[config.mk]
export PLATFORM = sky130hd
export DESIGN_NAME = edge_event_arbiter
export DESIGN_NICKNAME = d
export VERILOG_FILES = /design/src/rtl/edge_arb_pkg.sv /design/src/rtl/rr_pick.sv /design/src/rtl/edge_event_arbiter.sv
export SDC_FILE = /design/constraint.sdc
export NUM_CORES = 1
export LEC_CHECK = 0
export BUFFER_PORTS_ARGS = -buffer_cell sky130_fd_sc_hd__buf_2
export CORE_ASPECT_RATIO = 0.6
export CORE_MARGIN = 4
export CORE_UTILIZATION = 55
export CTS_BUF_LIST = sky130_fd_sc_hd__clkbuf_16
export CTS_CLUSTER_DIAMETER = 40
export DETAILED_ROUTE_END_ITERATION = 6
export PLACE_DENSITY_LB_ADDON = 0.15
export SKIP_CTS_REPAIR_TIMING = 1
export SLEW_MARGIN = 5
export SYNTH_ARGS = -nofsm -noshare
export SYNTH_HDL_FRONTEND = slang
export SYNTH_SLANG_ARGS = --single-unit
[constraint.sdc]
create_clock -name clk -period 3.62 [get_ports clk]
set_input_delay 0.543 -clock clk [delete_from_list [all_inputs] [get_ports clk]]
set_output_delay 0.543 -clock clk [all_outputs]
set_load 0.02 [all_outputs]
[src/rtl/edge_arb_pkg.sv]
// Shared definitions for the edge event arbiter.
//   arbState_e : two-state offer FSM encoding (IDLE, OFFER)
//   N_CH_DEF   : default channel count
//   CNT_W_DEF  : default drop counter width
//   satAdd     : saturating add used by the drop counter
package edge_arb_pkg;

  localparam int N_CH_DEF  = 4;
  localparam int CNT_W_DEF = 8;

  typedef enum logic {
    IDLE  = 1'b0,
    OFFER = 1'b1
  } arbState_e;

  // Adds two counts and clamps at maxVal. The 33-bit intermediate keeps the
  // comparison correct even when a + b wraps the 32-bit range.
  function automatic logic [31:0] satAdd(input logic [31:0] a,
                                         input logic [31:0] b,
                                         input logic [31:0] maxVal);
    logic [32:0] sum;
    sum = {1'b0, a} + {1'b0, b};
    if (sum > {1'b0, maxVal}) begin
      return maxVal;
    end
    return sum[31:0];
  endfunction

endpackage

[src/rtl/rr_pick.sv]
// Combinational round-robin picker.
//   req     : request vector, one bit per channel
//   ptr     : channel with highest priority this cycle
//   gnt_idx : index of the first set request at or after ptr, wrapping
//   any     : at least one request is set
module rr_pick
  import edge_arb_pkg::*;
#(
  parameter int N_CH = N_CH_DEF
) (
  input  logic [N_CH-1:0]         req,
  input  logic [$clog2(N_CH)-1:0] ptr,
  output logic [$clog2(N_CH)-1:0] gnt_idx,
  output logic                    any
);

  localparam int IW = $clog2(N_CH);

  logic [2*N_CH-1:0] reqDbl;
  logic [2*N_CH-1:0] maskDbl;
  logic [2*N_CH-1:0] masked;
  int                pos;

  // The request vector is duplicated and every bit below ptr is masked off.
  // The lowest surviving bit is then the first request at or after ptr. The
  // upper copy supplies the wrapped-around requests, so no separate
  // wrap-around search is needed.
  always_comb begin
    reqDbl  = {req, req};
    maskDbl = '0;
    for (int j = 0; j < 2 * N_CH; j++) begin
      maskDbl[j] = (j >= int'(ptr));
    end
    masked = reqDbl & maskDbl;
    pos    = 0;
    for (int j = 2 * N_CH - 1; j >= 0; j--) begin
      if (masked[j]) begin
        pos = j;
      end
    end
    gnt_idx = (pos >= N_CH) ? IW'(pos - N_CH) : IW'(pos);
    any     = |req;
  end

endmodule

[src/rtl/edge_event_arbiter.sv]
// Multi-channel rising-edge event collector with round-robin issue.
//   clk      : rising-edge clock
//   reset    : synchronous, active-high reset
//   x        : level inputs, already synchronous to clk
//   ev_valid : an event is being offered
//   ev_ready : the consumer accepts the offered event this cycle
//   ev_ch    : channel index of the offered event
//   ev_ovf   : further edges were merged into the offered event
//   drop_cnt : saturating count of merged (lost) edges since reset
module edge_event_arbiter
  import edge_arb_pkg::*;
#(
  parameter int N_CH  = N_CH_DEF,
  parameter int CNT_W = CNT_W_DEF
) (
  input  logic                    clk,
  input  logic                    reset,
  input  logic [N_CH-1:0]         x,
  output logic                    ev_valid,
  input  logic                    ev_ready,
  output logic [$clog2(N_CH)-1:0] ev_ch,
  output logic                    ev_ovf,
  output logic [CNT_W-1:0]        drop_cnt
);

  localparam int          IW      = $clog2(N_CH);
  localparam logic [31:0] CNT_MAX = 32'((64'd1 << CNT_W) - 64'd1);

  arbState_e         state_q, state_d;
  logic [N_CH-1:0]   x_q;
  logic [N_CH-1:0]   pend_q, pend_d;
  logic [N_CH-1:0]   ovf_q, ovf_d;
  logic [IW-1:0]     ptr_q, ptr_d;
  logic [IW-1:0]     ev_ch_q, ev_ch_d;
  logic              ev_ovf_q, ev_ovf_d;
  logic              ev_valid_q, ev_valid_d;
  logic [CNT_W-1:0]  drop_cnt_q, drop_cnt_d;

  logic [N_CH-1:0]   rise;
  logic [N_CH-1:0]   accMask;
  logic [N_CH-1:0]   dropMask;
  logic [31:0]       dropCount;
  logic              accept;
  logic [IW-1:0]     pickIdx;
  logic              anyPend;

  rr_pick #(
    .N_CH(N_CH)
  ) u_pick (
    .req    (pend_q),
    .ptr    (ptr_q),
    .gnt_idx(pickIdx),
    .any    (anyPend)
  );

  // The offer FSM. In IDLE it picks the next pending channel and freezes its
  // index into ev_ch; in OFFER it holds until the consumer takes the event.
  // ev_valid is registered from the next state so it never depends on
  // ev_ready combinationally and never drops without an accept.
  always_comb begin
    state_d    = state_q;
    ev_ch_d    = ev_ch_q;
    ev_ovf_d   = ev_ovf_q;
    ptr_d      = ptr_q;
    accept     = 1'b0;
    case (state_q)
      IDLE: begin
        if (anyPend) begin
          state_d  = OFFER;
          ev_ch_d  = pickIdx;
          ev_ovf_d = ovf_q[pickIdx];
        end
      end
      OFFER: begin
        if (ev_ready) begin
          accept   = 1'b1;
          state_d  = IDLE;
          ev_ovf_d = 1'b0;
          ptr_d    = (ev_ch_q == IW'(N_CH - 1)) ? '0 : ev_ch_q + IW'(1);
        end
      end
      default: state_d = IDLE;
    endcase
    ev_valid_d = (state_d == OFFER);
  end

  // Per-channel pending and overflow bookkeeping. An accept clears the
  // channel, but a rise landing in that same cycle re-arms pend as a fresh
  // event with a clean overflow flag. A rise on a channel that is already
  // pending and not being accepted is a merge: it marks overflow and is
  // counted as a dropped edge.
  always_comb begin
    rise      = x & ~x_q;
    accMask   = '0;
    for (int i = 0; i < N_CH; i++) begin
      accMask[i] = accept && (ev_ch_q == IW'(i));
    end
    dropMask  = rise & pend_q & ~accMask;
    pend_d    = (pend_q & ~accMask) | rise;
    ovf_d     = (ovf_q & ~accMask) | dropMask;
    dropCount = '0;
    for (int i = 0; i < N_CH; i++) begin
      dropCount = dropCount + 32'(dropMask[i]);
    end
    drop_cnt_d = CNT_W'(satAdd(32'(drop_cnt_q), dropCount, CNT_MAX));
  end

  // All state registers. x_q resets to ones so a line already high when
  // reset releases is not mistaken for a rising edge.
  always_ff @(posedge clk) begin
    if (reset) begin
      state_q    <= IDLE;
      x_q        <= '1;
      pend_q     <= '0;
      ovf_q      <= '0;
      ptr_q      <= '0;
      ev_ch_q    <= '0;
      ev_ovf_q   <= 1'b0;
      ev_valid_q <= 1'b0;
      drop_cnt_q <= '0;
    end else begin
      state_q    <= state_d;
      x_q        <= x;
      pend_q     <= pend_d;
      ovf_q      <= ovf_d;
      ptr_q      <= ptr_d;
      ev_ch_q    <= ev_ch_d;
      ev_ovf_q   <= ev_ovf_d;
      ev_valid_q <= ev_valid_d;
      drop_cnt_q <= drop_cnt_d;
    end
  end

  // During an offer the overflow flag follows the live ovf bit so that
  // merges arriving while the consumer stalls are still reported.
  assign ev_valid = ev_valid_q;
  assign ev_ch    = ev_ch_q;
  assign ev_ovf   = (state_q == OFFER) ? ovf_q[ev_ch_q] : ev_ovf_q;
  assign drop_cnt = drop_cnt_q;

endmodule
# Word level (Yosys, flattened, before mapping)
# Cells that the tools add are included.
# op_classes
n_eq_ne	5
bitwise	11
n_addsub	6
magnitude_cmp	7
n_reduce_logical	9
muxes	26
# ops
op	count
two-way mux 3 bit	8
bitwise AND 4 bit	5
two-way mux 8 bit	2
two-way mux 1 bit	10
adder 8 x 4 -> 9 bit	1
> comparator 9 x 8 -> 1 bit, second input constant	1
bitwise AND 8 bit	1
inverter 4 bit	2
OR 4 bit	2
< comparator 2 x 3 -> 1 bit, second input constant	2
AND reduction 2 bit	3
adder 3 x 1 -> 4 bit	1
binary-select mux 1 bit (select 2 bit)	2
equality test 2 bit, second input constant	2
greater-or-equal comparator 1 x 2 -> 1 bit, first input constant	2
logical AND 1 bit	4
two-way mux 2 bit	2
!= test 2 bit, second input constant	2
case mux 1 bit (2 select lines)	2
OR reduction 4 bit	1
adder 2 x 1 -> 3 bit	1
greater-or-equal comparator 3 bit, second input constant	1
adder 1 x 1 -> 2 bit	1
adder 2 x 1 -> 2 bit, second input constant	1
other kinds (5)	5
# word_totals
reg_bits	26
elab_cells	72
output_inout_bits	12
input_bits	7

# Longest topological paths before layout
# Gate-level depths: netlist of run 1.
# logic_depth
depth_word	16
mapped_depth	13
ltp_nobuf	12

# Cells and area by module
# From an unflattened synthesis of run 1, not the netlist that was laid out.
# hier_totals
hier_cells	147
area_unflattened_um2	1296.2
# modules_own_cells
module	cells_per_inst	instances	area_each_um2
edge_event_arbiter	135	1	1218.7
rr_pick	12	1	77.6

# Worst setup path before layout of run 1
# OpenSTA, ideal clock, no wires.
# synth_path
kind	register to register
startpoint	register, netlist name ev_valid
endpoint	register drop_cnt_q[0] (netlist: drop_cnt[0])
n_path_buf	2
setup_slack_ns	0.585
period_less_slack_ns	3.035
setup_time_ns	0.072
path_stages_with_launch	14
arrival_time_ns	2.963
cell_sequence	dfxtp_1 clkbuf_1 and2_1 buf_2 nand2_1 nand2_1 fa_1 fa_1 inv_1 fa_1 nand2_1 nor2_1 nand4_1 a21oi_1
# synth_rtl
item	line	rtl
end signal, assigned	edge_event_arbiter.sv:130	drop_cnt_q <= drop_cnt_d;
end, declared	edge_event_arbiter.sv:37	logic [CNT_W-1:0] drop_cnt_q, drop_cnt_d;

# Worst setup path after layout of run 1
# layout_path
startpoint	register ev_ch_q[0] (netlist: ev_ch[0])
endpoint	register drop_cnt_q[1] (netlist: drop_cnt[1])
# layout_via
elab_chain_len	11
# layout_lines
item	line	rtl
start, declared	edge_event_arbiter.sv:34	logic [IW-1:0] ev_ch_q, ev_ch_d;
start signal, assigned	edge_event_arbiter.sv:127	ev_ch_q <= ev_ch_d;
equality test 2 x 1 -> 1 bit / zero test 2 bit (equally long branches)	edge_event_arbiter.sv:96	accMask[i] = accept && (ev_ch_q == IW'(i));
logical AND 1 bit	edge_event_arbiter.sv:96	
inverter 4 bit *	edge_event_arbiter.sv:98	dropMask = rise & pend_q & ~accMask;
bitwise AND 4 bit *	edge_event_arbiter.sv:98	
adder 1 x 1 -> 2 bit	edge_event_arbiter.sv:103	dropCount = dropCount + 32'(dropMask[i]);
adder 2 x 1 -> 3 bit	edge_event_arbiter.sv:103	
adder 3 x 1 -> 4 bit *	edge_event_arbiter.sv:103	
adder 8 x 4 -> 9 bit *	edge_arb_pkg.sv:22	sum = {1'b0, a} + {1'b0, b};
> comparator 9 x 8 -> 1 bit	edge_arb_pkg.sv:23	if (sum > {1'b0, maxVal}) begin
two-way mux 1 bit	edge_arb_pkg.sv:23	
two-way mux 8 bit *	edge_arb_pkg.sv:26	return sum[31:0];
# Every way passes the cells marked *; elsewhere a longest branch is shown, timed or not.
# A chain may end at the register's enable or synchronous reset.

==> results of run 1 <==
==> stage by stage <==
| stage | util | setup WS [ns] |
|---|---|---|
| floorplan | - | 0.585 |
| global placement | 0.640 | 0.566 |
| detailed placement | 0.640 | 0.496 |
| CTS | 0.676 | 0.444 |
| global route | 0.676 | 0.183 |
| finish | 0.676 | 0.435 |
==> power groups by stage <==
stage / Sequential [mW] / Clock [mW] / Combinational [mW]
floorplan: 0.315 / 0 / 0.0470
global placement: 0.316 / 0 / 0.0629
detailed placement: 0.316 / 0 / 0.0639
CTS: 0.310 / 0.249 / 0.0650
global route: 0.312 / 0.266 / 0.0733
finish: 0.310 / 0.244 / 0.0650
==> final cells by class <==
class / instances / area share
multi-input combinational: 106 / 0.482
tap: 30 / 0.0253
inverter: 9 / 0.0228
clock inverter: 1 / 0.00253
sequential: 26 / 0.351
timing repair buffer: 19 / 0.0658
clock buffer: 3 / 0.0506
==> state kept, by name, indices dropped and copies added (netlist names) <==
| name | flops |
|---|---|
| drop_cnt | 8 |
| ovf_q | 4 |
| pend_q | 4 |
| x_q | 4 |
| ev_ch | 2 |
| ptr_q | 2 |
| ev_ovf_q | 1 |
| ev_valid | 1 |
==> cells in the final DEF, fill, tap and decap left out, drive strengths merged, types with 2 or more instances in the layout <==
cell / count
dfxtp: 26
buf: 19
nand2: 17
a21oi: 16
nor2: 12
inv: 9
and2: 6
nor2b: 6
or2: 5
a211oi: 5
ha: 5
nor3: 4
o21ai: 3
fa: 3
clkbuf: 3
a31oi: 2
xnor2: 2
a21o: 2
nand2b: 2
o211ai: 2
==> worst max-delay path: cells and delay by family, from the launching register on <==
kind	cells	cell delay, ns
adders and majority gates	4	1.44
and+or+nand+nor	5	0.78
DFF	1	0.48
AOI/OAI and AO/OA	1	0.22
buffers and inverters	2	0.20
==> logic make-up (layout without fill, tap and decap cells) <==
family                     count (synthesis)  after routing
DFF                                       26             26
and+or+nand+nor                           59             59
AOI/OAI and AO/OA                         33             33
muxes                                      3              3
buffers and inverters                     14             32
adders and majority gates                  8              8
xor gates and xnor gates                   3              3
==> per-layer routing <==
| metal | vias up | part of all wire |
|---|---|---|
| met5 | - | 0 |
| met4 | 0 | 0.0047 |
| met3 | 2 | 0.041 |
| met2 | 17 | 0.44 |
| met1 | 489 | 0.52 |
| li1 | 533 | - |
==> how the worst min path moves through the flow <==
stage	cells after the start	to	slack [ns]
CTS	2	x_q[0]	0.48
global route	2	x_q[0]	0.47
floorplan	2	ptr_q[0]	0.47
finish	2	x_q[0]	0.48
detailed placement	2	ptr_q[1]	0.51
global placement	2	ptr_q[0]	0.49
==> impl_metrics.yaml, run 1 <==
detailed_routing:
  ant_nets: 0
  routedWlPerCell_um: 14.2
  via_per_inst: 5.37
  num_vias: 1041
  postRouteWirelength_um: 2760
  drtIter0Drc: 73
  drc: 0
  drtPass1Iterations: 4
cells_and_area:
  final_area_um2: 1480
  drive_above_1_share: 0.189
  regArea_um2: 520
  area_growth_pct: 15.0
  multi_input_area_um2: 716
  finalNonFillerCells: 194
  nets: 180
  antenna_cells: 0
  n_fill_cell: 195
synth:
  synth_area_leader_cell: "dfxtp_1"
  synth_top_area_frac: 0.403
  synth-compound-area-share: 0.156
  yosys_warnings: 0
  synth_cells: 146
  yosys-top-cells-area: "dfxtp_1 (40%), a21oi_1 (6.2%), nand2_1 (4.9%)"
  synthSimpleGateAreaFrac: 0.249
  synth_cell_types: 35
  netlist_area_um2: 1290
  synth_edf_count: 0
  synthAdderAreaFrac: 0.0951
  muxShareOfSynthArea: 0.0339
  synth_fp_nets: 161
  async_flop_share: 0
  synth_top_family_by_area: "simple AND/OR/NAND/NOR gates"
  synth-seq-cells: 26
  synth_common_cells: "dfxtp_1 (26), nand2_1 (17), a21oi_1 (16)"
  syn_avg_cell_area_um2: 8.84
  synth_xor_area_frac: 0.0204
  synth.most_common_cell: "dfxtp_1"
  ys_seq_area_frac: 0.403
  ys.flop_type: "dfxtp_1"
power:
  internal-power_mw: 0.473
  p_leak_nw: 0.594
  sw_frac_of_total: 0.236
  power_density_nw_per_um2: 417
  combPwrFrac: 0.105
  p_clk_frac: 0.394
  vdd_drop_max_uv: 385
  power_mw: 0.619
  seqPwrFrac: 0.501
  power_switching_mw: 0.146
critical_path:
  criticalPathCategory: "reg2reg"
  reg2regPathDepth: 12
  path_cells: "inv_1 > ha_1 > nand2_1 > nand2_1 > fa_1 > fa_1 > inv_1 > fa_1 > nand2_1 > nor2_1 > nand4_1 > a21oi_1"
  reg2reg_to: "drop_cnt[1]"
  crit_path_end: "drop_cnt[1]"
  critical_path.max_stage_delay_ns: 0.50
  critPathArrivalTime_ns: 3.37
  r2r_slack_ns: 0.43
  crit_fanout: 7
  critPathLaunchType: "flop"
  cp_slowest_cell: "fa_1"
  timing.rr.start: "ev_ch[0]"
  setup.worst_path.start: "ev_ch[0]"
  cp.required_ns: 3.80
  critPathCaptureType: "flop"
timing:
  fin_crit_ns: 3.19
  finalHoldViolations: 0
  period_share: 0.880
  slew_headroom: 0.696
  setup_violations: 0
  grt_setup_unrepaired: "no"
  finalClockSkew_ns: 0.00175
  drv_slew: 0
  worst_slew_pin_slew_ns: 0.455
  fmax_mhz: 314
  whs_ns: 0.479
  tns_ns: 0
floorplan:
  die_h_um: 45.5
  core_area_um2: 2200
  ioPinCount: 19
  die_w_um: 70.5
  die_area_um2: 3210
  fp-row-count: 13
  start_util: 0.587
place:
  dp.cells: 190
  globalplace.congestion: 0.783
  portBuffers: 18
  place_area_um2: 1410
  dp_hpwl_um: 1960
global_route:
  grt_max_degree: 28
  antenna_found_initial: 0
  grt_pass1_wl_um: 4750
  use_met2: 0.299
  grt_usage: 0.197
  grt-busiest-layer: "met2"
  grt_pass1_vias: 984
  overflow: 0
  use_met3: 0.0551
  grt_use_met1: 0.288
clock_network:
  insertion_delay_ns: 0.26
  cts_max_level: 1
  path_clk_slew_ns: 0.06
  cts_max_path_buffers: 2
  cts_tree: "built"
  cts_root_buf: "clkbuf_16"
  cts_sinks: 26
  numCtsBuffers: 3
worst_hold_path:
  min_from: "x[0]"
  min_path_type: "in2reg"
outcome:
  status: "completed"
flow_run:
  max_cap_viol_count: 0
(Power assumes the default switching activity.)
==> run 2, diff against run 1 <==
- MAX_ROUTING_LAYER: not set -> met4
- SKIP_LAST_GASP: not set -> 1
==> impl_metrics.yaml, run 2 (synthesis results as in run 1) <==
cells_and_area:
  n_fill_cell: 195
  drive_above_1_share: 0.189
  layout_common_cells: "dfxtp_1 (26), buf_2 (18), nand2_1 (17)"
  nets: 180
  antenna_cells: 0
  largest_reg_flops: 8
  area_growth_pct: 15.0
  fin_util: 0.676
  final_common_cell: "dfxtp_1"
floorplan:
  start_util: 0.587
  core_area_um2: 2200
  die_w_um: 70.5
  ioPinCount: 19
  die_area_um2: 3210
  die_h_um: 45.5
  fp-row-count: 13
critical_path:
  criticalPathCategory: "reg2reg"
  setup.worst_path.start: "ev_ch[0]"
  critPathArrivalTime_ns: 3.37
  cp.required_ns: 3.80
  reg2regPathDepth: 12
  reg2reg_to: "drop_cnt[1]"
  r2r_slack_ns: 0.44
  critPathCaptureType: "flop"
  crit_path_end: "drop_cnt[1]"
  critPathLaunchType: "flop"
  timing.rr.start: "ev_ch[0]"
  crit_fanout: 7
clock_network:
  cts_max_path_buffers: 2
  cts_tree: "built"
  cts_root_buf: "clkbuf_16"
  insertion_delay_ns: 0.26
  cts_sinks: 26
  path_clk_slew_ns: 0.06
  numCtsBuffers: 3
  cts_max_level: 1
detailed_routing:
  drtPass1Iterations: 4
  via_per_inst: 5.39
  num_vias: 1046
  drc: 0
  postRouteWirelength_um: 2760
  routedWlPerCell_um: 14.2
  drtIter0Drc: 86
  ant_nets: 0
worst_hold_path:
  min_path_type: "in2reg"
global_route:
  grt_pass1_wl_um: 4750
  grt_pass1_vias: 984
  grt_usage: 0.203
  antenna_found_initial: 0
  overflow: 0
  grt_max_degree: 28
power:
  power_mw: 0.620
  vdd_drop_max_uv: 385
  p_leak_nw: 0.594
  power_density_nw_per_um2: 418
place:
  globalplace.congestion: 0.794
  dp_hpwl_um: 1960
  dpl_worst_slack_ns: 0.496
  portBuffers: 18
timing:
  slew_headroom: 0.697
  tns_ns: 0
  setup_violations: 0
  period_share: 0.879
  whs_ns: 0.479
  worst_slew_pin_slew_ns: 0.454
  drv_slew: 0
  grt_setup_unrepaired: "no"
  finalHoldViolations: 0
  fmax_mhz: 314
  setup_ws_ns: 0.438
  finalClockSkew_ns: 0.00141
  fin_crit_ns: 3.18
flow_run:
  max_cap_viol_count: 0
outcome:
  status: "completed"
-- run 2: critical path, cell delays in order (launching register included) --
cell     delay (ns)
dfxtp_1        0.48
inv_1          0.11
ha_1           0.23
nand2_1        0.08
nand2_1        0.08
fa_1           0.50
fa_1           0.48
inv_1          0.09
fa_1           0.23
nand2_1        0.08
nor2_1         0.26
nand4_1        0.28
a21oi_1        0.22
-- run 2: layer usage --
layer / GRT usage / wire, um / share of wire
met3: 0.0529 / 119 / 0.043
met1: 0.290 / 1430 / 0.52
met5: - / 0 / 0
met2: 0.299 / 1190 / 0.43
met4: 0.0229 / 13 / 0.0047
-- run 2: how the worst min path moves through the flow --
stage	start	end	depth (start not counted)	slack (ns)
floorplan	ptr_q[0]	ptr_q[0]	2	0.47
global placement	ptr_q[0]	ptr_q[0]	2	0.49
detailed placement	ptr_q[1]	ptr_q[1]	2	0.51
CTS	x[0]	x_q[0]	2	0.48
global route	x[0]	x_q[0]	2	0.47
finish	x[0]	x_q[0]	2	0.48
-- run 2: where the power goes --
group / switching (mW) / internal, mW
sequential: 0.0139 / 0.296
combinational: 0.0365 / 0.0285
clock: 0.0974 / 0.148
-- run 2: final cells by class --
| cell class | instances | area, um2 | area share |
|---|---|---|---|
| multi-input combinational | 106 | 716 | 0.482 |
| clock inverter | 1 | 3.75 | 0.00253 |
| timing repair buffer | 19 | 97.6 | 0.0658 |
| tap | 30 | 37.5 | 0.0253 |
| inverter | 9 | 33.8 | 0.0228 |
| sequential | 26 | 520 | 0.351 |
| clock buffer | 3 | 75.1 | 0.0506 |
-- run 2: through the flow --
step | cells | cell area [um2]
finish | 194 | 1480
floorplan | 146 | 1290
detailed placement | 190 | 1410
CTS | 194 | 1480
global placement | 190 | 1410
global route | 194 | 1480
